==> config.mk <==
export PLATFORM = sky130hd
export DESIGN_NAME = wash_sequencer
export DESIGN_NICKNAME = d
export VERILOG_FILES = /design/src/rtl/wash_sequencer.sv
export SDC_FILE = /design/constraint.sdc
export NUM_CORES = 1
export LEC_CHECK = 0
export BUFFER_PORTS_ARGS = -buffer_cell sky130_fd_sc_hd__buf_2
export CAP_MARGIN = 30
export CORE_UTILIZATION = 41
export DETAILED_ROUTE_END_ITERATION = 8
export GPL_TIMING_DRIVEN = 0
export SYNTH_ARGS = -nofsm -noshare
export SYNTH_HDL_FRONTEND = slang
export SYNTH_SLANG_ARGS = --single-unit
==> constraint.sdc <==
create_clock -name cp -period 3.05 [get_ports cp]
set_clock_uncertainty 0.05 [all_clocks]
set_input_delay 0.4575 -clock cp [delete_from_list [all_inputs] [get_ports cp]]
set_output_delay 0.4575 -clock cp [all_outputs]
set_load 0.02 [all_outputs]
==> src/rtl/wash_sequencer.sv <==
// rtl/wash_sequencer.sv - washing-machine program controller feeding the display/LED view stage
// Optional feature macro: WASH_AUTO_RESUME_EN (lid closing in error resumes without a button press).
module wash_sequencer #(
  parameter int T_INW        = 3,
  parameter int T_WASH       = 9,
  parameter int T_OUT        = 3,
  parameter int T_SPIN       = 3,
  parameter int T_RINSE      = 6,
  parameter int BEGIN_TICKS  = 2,
  parameter int FINISH_TICKS = 5,
  parameter int CLICK_CYCLES = 4
) (
  input  logic       cp,
  input  logic       reset,
  input  logic       tick,
  input  logic       powerBtn,
  input  logic       startBtn,
  input  logic       modeBtn,
  input  logic       doorOpen,
  output logic [2:0] state,
  output logic [9:0] data,
  output logic [2:0] shinning,
  output logic [5:0] inLeft,
  output logic [5:0] inMiddle,
  output logic [5:0] inRight,
  output logic       click
);

  typedef enum logic [2:0] {
    stShutDown = 3'd0,
    stBegin    = 3'd1,
    stSet      = 3'd2,
    stRun      = 3'd3,
    stError    = 3'd4,
    stPause    = 3'd5,
    stFinish   = 3'd6
  } stateT;

  localparam int CW = $clog2(CLICK_CYCLES + 1);

  stateT         cur;
  logic [2:0]    mode;
  logic [7:0]    tickCnt;
  logic [CW-1:0] clickCnt;
`ifdef WASH_AUTO_RESUME_EN
  logic          fromSet;
`endif

  function automatic logic [5:0] phaseDur(input logic [2:0] idx);
    case (idx)
      3'd0, 3'd4: phaseDur = 6'(T_INW);
      3'd1:       phaseDur = 6'(T_WASH);
      3'd2, 3'd6: phaseDur = 6'(T_OUT);
      3'd3, 3'd7: phaseDur = 6'(T_SPIN);
      default:    phaseDur = 6'(T_RINSE);
    endcase
  endfunction

  function automatic logic [7:0] modeMask(input logic [2:0] m);
    case (m)
      3'd0:    modeMask = 8'hFF;
      3'd1:    modeMask = 8'hC0;
      3'd2:    modeMask = 8'hFC;
      3'd3:    modeMask = 8'h3F;
      3'd4:    modeMask = 8'h3C;
      default: modeMask = 8'h03;
    endcase
  endfunction

  // Mask bit 7 is phase 0, so the lowest phase index is the most significant set bit.
  function automatic logic [2:0] firstPhase(input logic [7:0] mask);
    casez (mask)
      8'b1???????: firstPhase = 3'd0;
      8'b01??????: firstPhase = 3'd1;
      8'b001?????: firstPhase = 3'd2;
      8'b0001????: firstPhase = 3'd3;
      8'b00001???: firstPhase = 3'd4;
      8'b000001??: firstPhase = 3'd5;
      8'b0000001?: firstPhase = 3'd6;
      default:     firstPhase = 3'd7;
    endcase
  endfunction

  function automatic logic [6:0] maskTotal(input logic [7:0] mask);
    maskTotal = '0;
    for (int i = 0; i < 8; i++)
      if (mask[3'(7 - i)]) maskTotal = maskTotal + 7'(phaseDur(3'(i)));
  endfunction

  logic [2:0] nextMode, viewMode;
  logic [7:0] viewMask, remMask;
  logic [6:0] viewTotal;
  logic [5:0] viewTens, viewOnes, viewFirst;
  logic       doorEvt, pressAccepted;

  // viewMode is the mode about to be displayed: the next one in set, mode 0 when arriving from begin.
  always_comb begin
    nextMode      = (mode == 3'd5) ? 3'd0 : mode + 3'd1;
    viewMode      = (cur == stSet) ? nextMode : 3'd0;
    viewMask      = modeMask(viewMode);
    viewTotal     = maskTotal(viewMask);
    viewTens      = 6'(viewTotal / 7'd10);
    viewOnes      = 6'(viewTotal % 7'd10);
    viewFirst     = phaseDur(firstPhase(viewMask));
    remMask       = data[7:0] & ~(8'h80 >> shinning);
    doorEvt       = doorOpen && (cur == stRun || cur == stPause);
    pressAccepted = powerBtn
                 || (!doorEvt && startBtn && (cur == stSet || cur == stRun || cur == stPause))
                 || (!doorEvt && !startBtn && modeBtn && cur == stSet);
  end

  assign state = cur;

  always_ff @(posedge cp or posedge reset) begin
    if (reset) begin
      cur      <= stShutDown;
      data     <= '0;
      shinning <= '0;
      inLeft   <= '0;
      inMiddle <= '0;
      inRight  <= '0;
      mode     <= '0;
      tickCnt  <= '0;
`ifdef WASH_AUTO_RESUME_EN
      fromSet  <= 1'b0;
`endif
    end else if (powerBtn) begin
      if (cur == stShutDown) begin
        cur     <= stBegin;
        data    <= 10'h100;
        tickCnt <= '0;
      end else begin
        cur      <= stShutDown;
        data     <= '0;
        inLeft   <= '0;
        inMiddle <= '0;
        inRight  <= '0;
        mode     <= '0;
      end
    end else if (doorEvt) begin
      cur <= stError;
`ifdef WASH_AUTO_RESUME_EN
      fromSet <= 1'b0;
`endif
    end else begin
      case (cur)
        stBegin: if (tick) begin
          if (tickCnt == 8'(BEGIN_TICKS - 1)) begin
            cur      <= stSet;
            mode     <= 3'd0;
            data     <= {2'b11, viewMask};
            inLeft   <= viewTens;
            inRight  <= viewOnes;
            inMiddle <= viewFirst;
          end else begin
            tickCnt <= tickCnt + 8'd1;
          end
        end
        stSet: if (startBtn) begin
          cur      <= doorOpen ? stError : stRun;
          data[9]  <= 1'b0;
          shinning <= firstPhase(data[7:0]);
          inMiddle <= phaseDur(firstPhase(data[7:0]));
`ifdef WASH_AUTO_RESUME_EN
          fromSet  <= 1'b1;
`endif
        end else if (modeBtn) begin
          mode      <= nextMode;
          data[7:0] <= viewMask;
          inLeft    <= viewTens;
          inRight   <= viewOnes;
          inMiddle  <= viewFirst;
        end
        stRun: if (startBtn) begin
          cur <= stPause;
        end else if (tick) begin
          if (inRight != 6'd0) begin
            inRight <= inRight - 6'd1;
          end else if (inLeft != 6'd0) begin
            inLeft  <= inLeft - 6'd1;
            inRight <= 6'd9;
          end
          if (inMiddle == 6'd1) begin
            data[7:0] <= remMask;
            if (remMask == 8'd0) begin
              cur      <= stFinish;
              tickCnt  <= '0;
              inMiddle <= '0;
            end else begin
              shinning <= firstPhase(remMask);
              inMiddle <= phaseDur(firstPhase(remMask));
            end
          end else begin
            inMiddle <= inMiddle - 6'd1;
          end
        end
        stPause: if (startBtn) cur <= stRun;
        stError: if (!doorOpen) begin
`ifdef WASH_AUTO_RESUME_EN
          if (fromSet) begin
            cur     <= stSet;
            data[9] <= 1'b1;
          end else begin
            cur <= stRun;
          end
`else
          cur <= stPause;
`endif
        end
        stFinish: if (tick) begin
          if (tickCnt == 8'(FINISH_TICKS - 1)) begin
            cur      <= stShutDown;
            data     <= '0;
            inLeft   <= '0;
            inMiddle <= '0;
            inRight  <= '0;
            mode     <= '0;
          end else begin
            tickCnt <= tickCnt + 8'd1;
          end
        end
        default: ;
      endcase
    end
  end

  always_ff @(posedge cp or posedge reset) begin
    if (reset) begin
      clickCnt <= '0;
      click    <= 1'b0;
    end else if (pressAccepted) begin
      clickCnt <= CW'(CLICK_CYCLES - 1);
      click    <= 1'b1;
    end else if (clickCnt != '0) begin
      clickCnt <= clickCnt - 1'b1;
    end else begin
      click <= 1'b0;
    end
  end

endmodule

# == Yosys cells after proc, flatten, opt, wreduce, memory -nomap -nowiden ==
# Cells that the tools add are included.
# classes
addsub,6
n_mul,0
n_div,0
n_lt_le_gt_ge,0
n_eq_ne,86
shift,1
n_mux,105
bitwise_logic,4
reduce_logical,42
# ops
op,count
$mux 6,24
$mux 8,16
$mux 3,36
$pmux 3 s7,3
$mux 10,6
$eq 3x3->1 const B,14
$pmux 8 s5,1
$ne 3x3->1 const B,12
$reduce_and 11->1,3
$ne 4x4->1 const B,8
$pmux 8 s4,1
$eq 3x2->1 const B,10
$eq 3x1->1 const B,8
$eq 6x1->1 const B,4
$pmux 4 s2,3
$pmux 6 s2,2
$pmux 6 s4,1
$pmux 8 s3,1
$eq 7x1->1 const B,3
$pmux 3 s6,1
$reduce_or 6->1,3
$sub 6x1->6 const B,3
$eq 5x1->1 const B,3
$logic_not 3->1,5
other kinds (41),73
# totals
regBits,49
latch_bits,0
ramBits,0
mem_bits_ro,0
in_bits,7
output_inout_bits,35
word_cells,256
memories,0

# == Depth between registers and ports, before layout ==
# logic_depth
ltp_word,22
ltp_mapped,9
ltp_nobuf,8

# == Worst setup path before layout ==
# OpenSTA, ideal clock, no wires.
# synth_timing
path_kind,flip-flop to flip-flop
from,"reg cur[0], in the netlist state[0]"
to,reg inRight[0]
setup_ns,0.125
t_arrival_ns,2.261
required_time_ns,2.875
slack_ns,0.614
path_stages_with_launch,9
path_buffers,2
period_less_slack_ns,2.436
cell_sequence,dfrtp_1 buf_2 or3b_1 o2bb2ai_4 and3_1 a31oi_2 or2_0 buf_2 mux2_4
# synth_between
elab_chain_cells,5
elab_cells_between_ends,24
classes_between,eq/ne: 16; mux: 3; reduce/logical: 5
# synth_lines
element,line,rtl
from (decl),41,stateT cur;
from (signal assigned),116,cur <= stShutDown;
from (signal assigned),129,cur <= stBegin;
from (signal assigned),133,cur <= stShutDown;
$eq 3x2->1 / $eq 3x3->1 (equally long branches),"106, 146",
$logic_or 1x1->1,106,doorEvt = doorOpen && (cur == stRun || cur == stPause);
$logic_and 1x1->1,106,
$ne 2x2->1 (no line),-,
$reduce_and 12->1 (no line),-,
to (signal assigned),153,inRight <= viewOnes;
to (signal assigned),171,inRight <= viewOnes;
to (signal assigned),178,inRight <= inRight - 6'd1;
to (decl),25,"output logic [5:0] inRight,"
# Several ways; a longest one is shown, not always the timed one. The select of a mux whose other input is x is not followed.
# A chain may end at the register's enable or synchronous reset.

# == Final worst setup path ==
# layout_timing
from,reg shinning[2]
to,reg tickCnt[3]
# layout_between
elab_chain_cells,6
# layout_lines
element,line,rtl
from (decl),22,"output logic [2:0] shinning,"
from (signal assigned),162,shinning <= firstPhase(data[7:0]);
from (signal assigned),190,shinning <= firstPhase(remMask);
$shr 8x3->8,105,remMask = data[7:0] & ~(8'h80 >> shinning);
$not 8->8,105,
$and 8x8->8,105,
$logic_not 8->1,185,if (remMask == 8'd0) begin
$ne 3x2->1 (no line),-,
$reduce_and 11->1 (no line),-,
to (signal assigned),156,tickCnt <= tickCnt + 8'd1;
to (signal assigned),219,tickCnt <= tickCnt + 8'd1;
to (decl),43,logic [7:0] tickCnt;
# Every way passes these cells.

==> impl_metrics.py <==
metrics = {
    "timing": {
        "setup-violations-final": 0,
        "timing.slew.headroom_pct": 34.1,
        "totalNegativeSetupSlack_ns": 0,
        "hold_viol_final": 0,
        "worst-slew-pin-transition_ns": 0.987,
        "period_utilization_pct": 90.7,
        "slew_violations": 0,
        "timing.fmax_mhz": 362,
        "final.min_clock_period_ns": 2.77,
        "setup_ws_ns": 0.284,
        "rsz0062_at_grt": "no",
    },
    "finish": {
        "antenna_cells": 0,
        "ff_latch_area_mm2": 0.00123,
        "nNetsFinal": 523,
        "layout.filler_cells": 862,
        "flow.area_growth_from_synthesis_pct": 13.0,
        "fraction_of_final_layout_cells_with_drive_strength_greater_than_1_pct": 16.6,
        "multiInputGateArea_mm2": 0.00231,
        "mostFrequentLayoutCell": "buf_2",
        "most-common-layout-cells": "buf_2, dfrtp_1, nor2_1, nand2_1, o21ai_0",
    },
    "critical_path": {
        "slowest_stage": "o31ai_1",
        "path_max_fanout": 10,
        "number_of_buffer_and_inverter_instances_along_the_worst_setup_path": 1,
        "timing.critical_path.arrival_ns": 2.93,
        "crit_path_end_kind": "flip-flop",
        "critical_path_s_largest_stage_delay_ns": 0.43,
        "timing.critical_path.cells": "buf_2 -> o31ai_1 -> a2bb2oi_1 -> nor3_4 -> a31oi_1 -> nand2b_4 -> a221o_1",
        "r2r_setup_slack_ns": 0.28,
        "timing.critical_path.from_type": "flip-flop",
        "timing.setup.critical_path_class": "reg2reg",
        "critical_path.top_delay_family": "compound AO/OA/AOI/OAI gates",
        "worst-endpoint-required_ns": 3.21,
    },
    "global_routing": {
        "wire_length_of_the_first_global_routing_pass_um": 17500,
        "global_route.usage.total_pct": 22.8,
        "antenna_found_initial": 0,
        "grt_pass1_vias": 3539,
        "grt_max_degree": 29,
        "global_route.overflow_total": 0,
    },
    "synthesis": {
        "synth-edff-count": 0,
        "synth-compound-area-share_pct": 27.8,
        "async_reset_ff_share_pct": 100,
        "dominantRegCellSynth": "dfrtp_1",
        "syn-instance-count": 458,
        "yosys.area_share.simple_pct": 26.5,
        "synth.area.mux_share_pct": 3.27,
        "postSynthAreaPerCell_um2": 8.19,
        "yosysUniqueCellTypes": 70,
        "synthesis.nets": 475,
        "yosys_warnings": 0,
        "yosysSeqAreaShare_pct": 32.7,
        "synth_area_in_xor_xnor_pct": 0.700,
        "main_combinational_cell_family_by_area_after_synthesis": "compound AO/OA/AOI/OAI gates",
        "ys_ff_latch": 49,
        "synth-adder-area-share_pct": 3.34,
        "syn-cell-area_mm2": 0.00375,
    },
    "clock_tree": {
        "sink_count": 49,
        "htree_levels": 2,
        "worstSkewPairLatency_ns": 0.32,
        "clk_pin_slew_ns": 0.10,
        "cts_hold_buf": 0,
        "root_buffer": "clkbuf_8",
        "clock_path_buffers": 2,
        "cts.repair.resized": 0,
        "tritoncts.num_buffers": 5,
        "cts_tree": "done",
        "post-cts-setup-buffer-count": 0,
    },
    "place": {
        "dp.final_hpwl_um": 7810,
        "finalWeightedCongestion": 0.936,
        "place.port_buffers": 40,
        "preCtsSetupSlack_ns": 0.311,
    },
    "route": {
        "drc_violations_left": 8,
        "drt_initial_violations": 398,
        "wire_per_inst_um": 17.2,
        "totalWireLength_um": 10600,
        "route.detailed.vias_per_inst": 6.18,
        "detail-route-antenna-nets": 0,
        "detail_route.first_pass.iterations": 8,
        "detailroute.via_count": 3798,
    },
    "floorplan": {
        "initial_util_pct": 42.6,
        "die_height_um": 97.7,
        "die_area_mm2": 0.00954,
        "design.portCount": 42,
        "placement_rows": 34,
        "coreArea_mm2": 0.00881,
        "die-width_um": 97.7,
    },
    "power": {
        "pwr_density_cell_mw_per_mm2": 1050,
        "worst_ir_drop_vdd_mv": 0.375,
        "p_leak_nw": 1.84,
    },
    "flow_run": {
        "max_cap_violations": 0,
    },
    "hold_path": {
        "worst_hold_path_type": "in2async",
    },
    "status": {
        "violations": "DRC",
        "run_status": "finished, violations left",
    },
}
==> cell families after synthesis <==
logic type / count (synthesis)
and+or+nand+nor: 187
AOI/OAI and AO/OA: 145
buffers and inverters: 53
DFF: 49
muxes: 11
adders and majority gates: 10
xor gates and xnor gates: 3
==> cells in the mapped netlist (all sizes together) (3+ instances only) <==
cell type	number	area share (%)
or3	6	1.0
nand2b	11	2.0
nor2b	7	1.2
o211ai	5	1.0
nor3b	5	1.0
nor3	21	3.1
inv	27	2.7
mux2	7	2.2
nand2	41	4.1
and2	3	0.50
nand3b	5	1.0
and3b	3	0.70
a21oi	26	3.5
nor2	42	4.2
buf	13	1.8
clkbuf	13	1.3
o21ai	36	4.8
and3	5	0.83
or4	4	0.90
nor4	3	0.50
nand4	7	1.2
a41oi	4	1.4
o31ai	14	2.8
or2	3	0.50
a31oi	9	1.7
xnor2	3	0.70
o2bb2ai	3	1.2
mux2i	4	1.1
nand3	16	2.1
a221o	4	1.1
o41ai	4	0.93
dfrtp	49	33
a211oi	7	1.5
a211o	5	1.2
ha	10	3.3
==> sequential cells by signal, indices dropped and copies added (netlist names) <==
register,flops
data,10
tickCnt,8
inLeft,6
inMiddle,6
inRight,6
clickCnt,3
mode,3
shinning,3
state,3
click,1
==> through the flow <==
step           cell area, um2  util (%)  hold slack, ns  std cells  power, mW
2_1_floorplan            3750         -           0.409        458       3.12
3_3_place_gp             4090      46.4           0.404        606       3.80
3_5_place_dp             4110      46.6           0.411        607       3.85
4_1_cts                  4240      48.2           0.121        615       4.44
5_1_grt                  4240      48.2           0.158        615       4.81
6_report                 4240      48.2          0.0992        615       4.44
==> final cells by class <==
| type | count | share of cell area [%] |
|---|---|---|
| Multi-Input combinational cell | 356 | 54.4 |
| Tap cell | 108 | 3.19 |
| Clock inverter | 3 | 1.53 |
| Sequential cell | 49 | 28.9 |
| Inverter | 27 | 2.39 |
| Timing Repair Buffer | 41 | 5.19 |
| Clock buffer | 5 | 1.62 |
| Buffer | 26 | 2.74 |
==> where the power goes <==
group,internal [mW],switching (mW)
Sequential,0.884,0.278
Clock,0.326,0.242
Combinational,0.989,1.72
==> routing by layer <==
layer | share of wire (%) | track usage [%] | up-vias
li1 | - | - | 1801
met1 | 46 | 31.1 | 1803
met2 | 46 | 35.8 | 162
met3 | 5.7 | 3.88 | 32
met4 | 2.5 | 8.86 | 0
met5 | 0 | 0 | -
==> worst reg2reg max path, stage by stage, from the launching register on <==
cell and delay [ns]:
dfrtp_1 0.39, buf_2 0.18, o31ai_1 0.43, a2bb2oi_1 0.26
nor3_4 0.39, a31oi_1 0.32, nand2b_4 0.28, a221o_1 0.37
==> path summary, 6_finish.rpt <==
path	end	cells past startpoint	from
setup / recovery	tickCnt[3]	7	shinning[2]
hold / removal	click	2	reset
setup reg to reg	tickCnt[3]	7	shinning[2]
hold reg to reg	click	1	click
max in group asynchronous	tickCnt[7]	3	reset
min in group cp	click	1	click
Power figures use the tool's default switching activity.
